===== src/rtl/axil_cmd_arbiter.sv =====
// Shares one AXI-Lite master command port among NUM_REQ requesters, one transaction in flight.
// Define AXIL_ARB_FIXED_PRIO_EN for fixed priority (lowest index wins) instead of round-robin.
module axil_cmd_arbiter #(
    parameter int NUM_REQ        = 3,
    parameter int AXI_ADDR_WIDTH = 32,
    parameter int AXI_DATA_WIDTH = 32
) (
    input  logic                                aclk,
    input  logic                                aresetn,
    input  logic [NUM_REQ-1:0]                  req_valid,
    output logic [NUM_REQ-1:0]                  req_ready,
    input  logic [NUM_REQ-1:0]                  req_we,
    input  logic [NUM_REQ*AXI_ADDR_WIDTH-1:0]   req_addr,
    input  logic [NUM_REQ*AXI_DATA_WIDTH-1:0]   req_wdata,
    output logic [NUM_REQ-1:0]                  resp_done,
    output logic [AXI_DATA_WIDTH-1:0]           resp_rdata,
    output logic [1:0]                          resp_error,
    output logic                                wr_valid,
    output logic [AXI_ADDR_WIDTH-1:0]           wr_addr,
    output logic [AXI_DATA_WIDTH-1:0]           wr_data,
    input  logic                                wr_ready,
    input  logic                                wr_done,
    input  logic [1:0]                          wr_error,
    output logic                                rd_valid,
    output logic [AXI_ADDR_WIDTH-1:0]           rd_addr,
    input  logic                                rd_ready,
    input  logic                                rd_done,
    input  logic [AXI_DATA_WIDTH-1:0]           rd_data,
    input  logic [1:0]                          rd_error
);
    localparam int AW = AXI_ADDR_WIDTH;
    localparam int DW = AXI_DATA_WIDTH;
    localparam int IW = (NUM_REQ > 1) ? $clog2(NUM_REQ) : 1;
    localparam int unsigned NREQ = NUM_REQ;

    typedef enum logic [1:0] {
        ST_IDLE  = 2'd0,
        ST_ISSUE = 2'd1,
        ST_WAIT  = 2'd2
    } state_t;

    state_t        state, state_d;
    logic [IW-1:0] grant_idx, owner;
    logic          any_req, found;
    logic          grant_en, issue_ack, done_ack, clr_valid;
    logic          cmd_we;
    logic [AW-1:0] cmd_addr;
    logic [DW-1:0] cmd_wdata;

    assign any_req = |req_valid;

`ifdef AXIL_ARB_FIXED_PRIO_EN
    always_comb begin
        grant_idx = '0;
        found     = 1'b0;
        for (int unsigned i = 0; i < NREQ; i++) begin
            if (!found && req_valid[i]) begin
                found     = 1'b1;
                grant_idx = IW'(i);
            end
        end
    end
`else
    logic [IW-1:0] rr_ptr;
    logic [IW:0]   cand;

    // Scan rr_ptr+1 .. rr_ptr+NUM_REQ with wrap; the first requester seen wins.
    always_comb begin
        grant_idx = '0;
        found     = 1'b0;
        cand      = '0;
        for (int unsigned k = 1; k <= NREQ; k++) begin
            cand = {1'b0, rr_ptr} + (IW+1)'(k);
            if (cand >= (IW+1)'(NUM_REQ))
                cand = cand - (IW+1)'(NUM_REQ);
            if (!found && req_valid[cand[IW-1:0]]) begin
                found     = 1'b1;
                grant_idx = cand[IW-1:0];
            end
        end
    end
`endif

    always_ff @(posedge aclk or negedge aresetn) begin
        if (!aresetn) state <= ST_IDLE;
        else          state <= state_d;
    end

    always_comb begin
        state_d   = state;
        grant_en  = 1'b0;
        issue_ack = 1'b0;
        done_ack  = 1'b0;
        clr_valid = 1'b0;
        case (state)
            ST_IDLE: begin
                if (any_req) begin
                    grant_en = 1'b1;
                    state_d  = ST_ISSUE;
                end
            end
            ST_ISSUE: begin
                if (cmd_we ? wr_ready : rd_ready) begin
                    issue_ack = 1'b1;
                    state_d   = ST_WAIT;
                end
            end
            ST_WAIT: begin
                if (cmd_we ? wr_done : rd_done) begin
                    done_ack = 1'b1;
                    state_d  = ST_IDLE;
                end
            end
            default: begin
                clr_valid = 1'b1;
                state_d   = ST_IDLE;
            end
        endcase
    end

    always_ff @(posedge aclk or negedge aresetn) begin
        if (!aresetn) begin
            req_ready  <= '0;
            resp_done  <= '0;
            resp_rdata <= '0;
            resp_error <= '0;
            wr_valid   <= 1'b0;
            rd_valid   <= 1'b0;
            cmd_we     <= 1'b0;
            cmd_addr   <= '0;
            cmd_wdata  <= '0;
            owner      <= '0;
`ifndef AXIL_ARB_FIXED_PRIO_EN
            rr_ptr     <= IW'(NUM_REQ - 1);
`endif
        end else begin
            req_ready <= '0;
            resp_done <= '0;
            if (grant_en) begin
                req_ready[grant_idx] <= 1'b1;
                owner     <= grant_idx;
                cmd_we    <= req_we[grant_idx];
                cmd_addr  <= req_addr[grant_idx*AW +: AW];
                cmd_wdata <= req_wdata[grant_idx*DW +: DW];
                wr_valid  <= req_we[grant_idx];
                rd_valid  <= ~req_we[grant_idx];
`ifndef AXIL_ARB_FIXED_PRIO_EN
                rr_ptr    <= grant_idx;
`endif
            end
            if (issue_ack || clr_valid) begin
                wr_valid <= 1'b0;
                rd_valid <= 1'b0;
            end
            if (done_ack) begin
                resp_done[owner] <= 1'b1;
                resp_error       <= cmd_we ? wr_error : rd_error;
                if (!cmd_we)
                    resp_rdata <= rd_data;
            end
        end
    end

    assign wr_addr = cmd_addr;
    assign rd_addr = cmd_addr;
    assign wr_data = cmd_wdata;

endmodule


===== config.mk =====
export PLATFORM = sky130hd
export DESIGN_NAME = axil_cmd_arbiter
export DESIGN_NICKNAME = d
export VERILOG_FILES = /design/src/rtl/axil_cmd_arbiter.sv
export SDC_FILE = /design/constraint.sdc
export NUM_CORES = 1
export LEC_CHECK = 0
export ABC_AREA = 1
export BUFFER_PORTS_ARGS = -buffer_cell sky130_fd_sc_hd__buf_2
export CAP_MARGIN = 20
export CORE_AREA = 2 2 149 151
export CTS_CLUSTER_SIZE = 25
export DETAILED_ROUTE_END_ITERATION = 12
export DIE_AREA = 0 0 151 153
export HOLD_SLACK_MARGIN = 0.1
export PLACE_DENSITY = 0.65
export RECOVER_POWER = 100
export SYNTH_ARGS = -nofsm -noshare
export SYNTH_HDL_FRONTEND = slang
export SYNTH_SLANG_ARGS = --single-unit

===== constraint.sdc =====
create_clock -name aclk -period 2.8 [get_ports aclk]
set_clock_uncertainty 0.05 [all_clocks]
set_input_delay 0.56 -clock aclk [delete_from_list [all_inputs] [get_ports aclk]]
set_output_delay 0.56 -clock aclk [all_outputs]
set_load 0.02 [all_outputs]

==> results.txt <==
The number of DRC violations after detailed-routing iteration 0 is between 200 and 300. The vias after detailed routing is roughly 6300. The reported leakage power is ~4.3 nW. Entering global routing, the biggest net connects between 60 and 70 pins. CTS placed an instance of clkbuf_16 at the clock tree root. The largest single stage delay on the critical path is approximately 0.54 ns. In this run the critical register-to-register path is launched from rr_ptr[1]. In this run the most critical hold path is launched from req_addr[84].

For this design, the slowest cell found on the critical path is dfstp_2. The cell count after synthesis came out at between 700 and 800. The final layout net count came out at ~1400. The filler-free cell count of the finished design is about 1400.

After clock tree synthesis, the clock-pin slew on the worst setup and hold paths is around 0.080 ns. The measured slew at the worst slew-check pin came out at between 1 and 1.5 ns. Of all nets on the critical path, the largest fanout is 30. The run finished with clean final reports.

The deepest clock path buffer count came out at 2. The first detailed-routing pass took 4 iterations. The die is roughly 150 um wide. The synthesized design contains roughly 110 register bits. The number of placed instances, taps included is around 1400.

The layout overhead on the synthesized area is 32.4%. The critical path class is reg2reg. The data required time of the worst path came out at ~3.0 ns. The share of the Yosys chip area taken by registers is 46.0%. The library cell used most frequently in the layout, excluding fill and tap cells, is nand2_1.

The achievable clock frequency came out at 396 MHz. The biggest area contributor in the post-synthesis netlist is dfrtp_1. The total core area is ~21000 sq um. In the routed design, unresolved DRC markers number 0. The detail route stage leaves a number of antenna-violating nets equal to 0. Traced cell by cell, the critical path runs through inv_1 -> ha_2 -> inv_2 -> nand2_1 -> nand3_2 -> nand2_2 -> nand2_1 -> nor2_2 -> nand2_1 -> nand2_2 -> nand2_1 -> inv_2 -> buf_12 -> nand2_1 -> nand2_1 -> nor2_1. TritonCTS built the clock tree. The final wirelength is about 20000 um. Port buffering added 377 buffers. The count of different cell masters after synthesis is 26. The launching element type of the critical path is a register. Setup violations remaining at the end of the flow were counted as 0. The initial antenna violation count is 0. The type of destination of the critical path is a register. Of the cells placed in the final design, the portion with a size suffix greater than 1 is between 20 and 30%. At the worst endpoint, the arrival time is roughly 2.7 ns. The final-report max-slew violation count came out at 0. The count of standard-cell rows came out at 54. The final critical-path required period came out at around 2.5 ns. The number of synthesis warnings is 0. The worst-case IR drop observed on VDD is 731 uV. The number of buffers added by the clock tree synthesis step is 9. In the layout the commonest cells are nand2_1, buf_2, nand3_1, clkbuf_1, dfrtp_1. A synthesized cell averages 7.81 sq um. The number of setup buffers added after CTS is 0. The number of nets produced by synthesis came out at 1025. The estimated wirelength of the detail-placed design came out at approximately 16000 um. The class of the most critical hold timing path is in2reg. The final worst setup slack is between 0.2 and 0.3 ns. The accumulated negative setup slack is 0 ns. The number of ports placed on the die boundary came out at 378. Counting every sink on the clock net gives 112. Setup repair after global routing left no endpoint under its margin.

0 antenna diodes ended up in the layout. The area of the mapped netlist came out at 6100 sq um. The critical path launch point is rr_ptr[1]. Using the TritonRoute via totals, the vias-per-cell ratio works out to 4.52. Measured along the y axis, the die boundary spans around 150 um. The worst setup timing slack at the placement stage is 0.247 ns. The number of global-route vias before repair was 6160.

The first-pass GRT wire length came out at 31700 um. In this run the number of H-tree levels came out at 3. For this configuration, the core starts out at a cell density of between 20 and 30%.

After synthesis, the cell types taking the most area are dfrtp_1, nand2_1, nand3_1. The final critical path takes up about nine tenths of the cycle. The power density normalized to cell area is about 1500 nW/um^2. Headroom to the max-slew limit came out at about a tenth. The portion of synthesized cell area occupied by the leading cell type came out at a little under half. The total track usage came out at 17.3%. The final count of hold timing violations is 0.

The last weighted congestion value of the routability-driven placer is a little over 0.8. The most frequent cell on the critical path is nand2_1. The mean routed wirelength per cell came out at 14.5 um. The die covers 23100 sq um. The max-cap violation count is 0. The global route total overflow came out at 0. The later-pin clock latency in the skew report came out at 0.35 ns. The core occupancy in the finished layout came out at between 30% and 40%.
## worst max-delay path: cells and delay by family (launching register included)
kind / cells / cell delay (ns)
flops: 1 / 0.54
simple gates: 11 / 0.94
fa+ha+maj: 1 / 0.43
buf+inv: 4 / 0.46
## worst paths after layout
kind | to | slack [ns] | cells after the start
hold reg to reg | resp_done[0] | 0.43 | 1
setup reg to reg | rd_valid | 0.27 | 16
min in group asynchronous | resp_rdata[4] | 0.98 | 2
hold / removal | rd_addr[20] | 0.37 | 3
setup / recovery | rd_valid | 0.27 | 16
max in group asynchronous | rd_addr[13] | 0.46 | 3
## layer usage
| layer | GRT usage [%] | share of wire [%] | wire length [um] |
|---|---|---|---|
| met1 | 19.8 | 41 | 8240 |
| met2 | 31.9 | 50 | 10100 |
| met3 | 3.22 | 7.0 | 1420 |
| met4 | 5.83 | 1.9 | 393 |
| met5 | 0 | 0 | 0 |
## registers in the layout (all words and copies together), names as in the netlist
signal,count
req_ready,3
state,2
resp_rdata,32
wr_data,32
resp_error,2
wr_valid,1
resp_done,3
rr_ptr,1
cmd_we,1
rd_valid,1
rd_addr,32
owner,2
## layout make-up
class	count	area [sq um]
clock buffers	10	229
clock inverters	6	50.0
fillers	2362	13400
inverters	19	71.3
multi-input cells	572	2670
flip-flops and latches	112	2800
well taps	280	350
repair buffers	393	1900
## synthesized netlist by cell type
library cell	number
buf_6	10
nand2_1	354
nor3_2	1
nor3_1	4
nand3_1	140
nor2_2	2
inv_1	17
a31oi_1	2
inv_2	2
buf_8	1
nor2_1	8
nand4_1	1
dfrtp_1	111
mux2_2	32
nand3_2	1
dfstp_2	1
clkbuf_1	9
ha_1	4
o21ai_0	7
nand2_2	12
a21oi_1	1
o31ai_1	1
and2_1	1
o21bai_1	1
buf_2	19
buf_4	39
## timing repair
item | in CTS | in global routing
gates resized for setup | 0 | 4
hold buffers | 1 | 0
setup endpoints to repair | 0 | 67
hold endpoints to repair | 22 | 0
## through the flow
step | power (mW) | instance area [sq um] | hold WS, ns
after floorplan | 9.00 | 6100 | 0.214
after global placement | 11.0 | 8010 | 0.411
after detailed placement | 11.1 | 8010 | 0.418
after CTS | 12.4 | 8290 | 0.350
after global routing | 13.2 | 8080 | 0.360
final | 12.0 | 8080 | 0.373
## kinds of logic (layout without fill, tap and decap cells)
kind of cell	Yosys count	in the layout	share of synthesized area, %
simple gates	524	524	36.0
flops	112	112	46.0
buf+inv	97	428	10.2
mux	32	32	5.91
compound gates	12	12	1.11
fa+ha+maj	4	4	0.820
## power breakdown
part,internal (mW),leakage [nW],switching [mW]
sequential,2.43,1.39,0.526
clock,0.620,0.141,0.616
combinational,2.50,2.75,5.27
(Power assumes the default switching activity.)
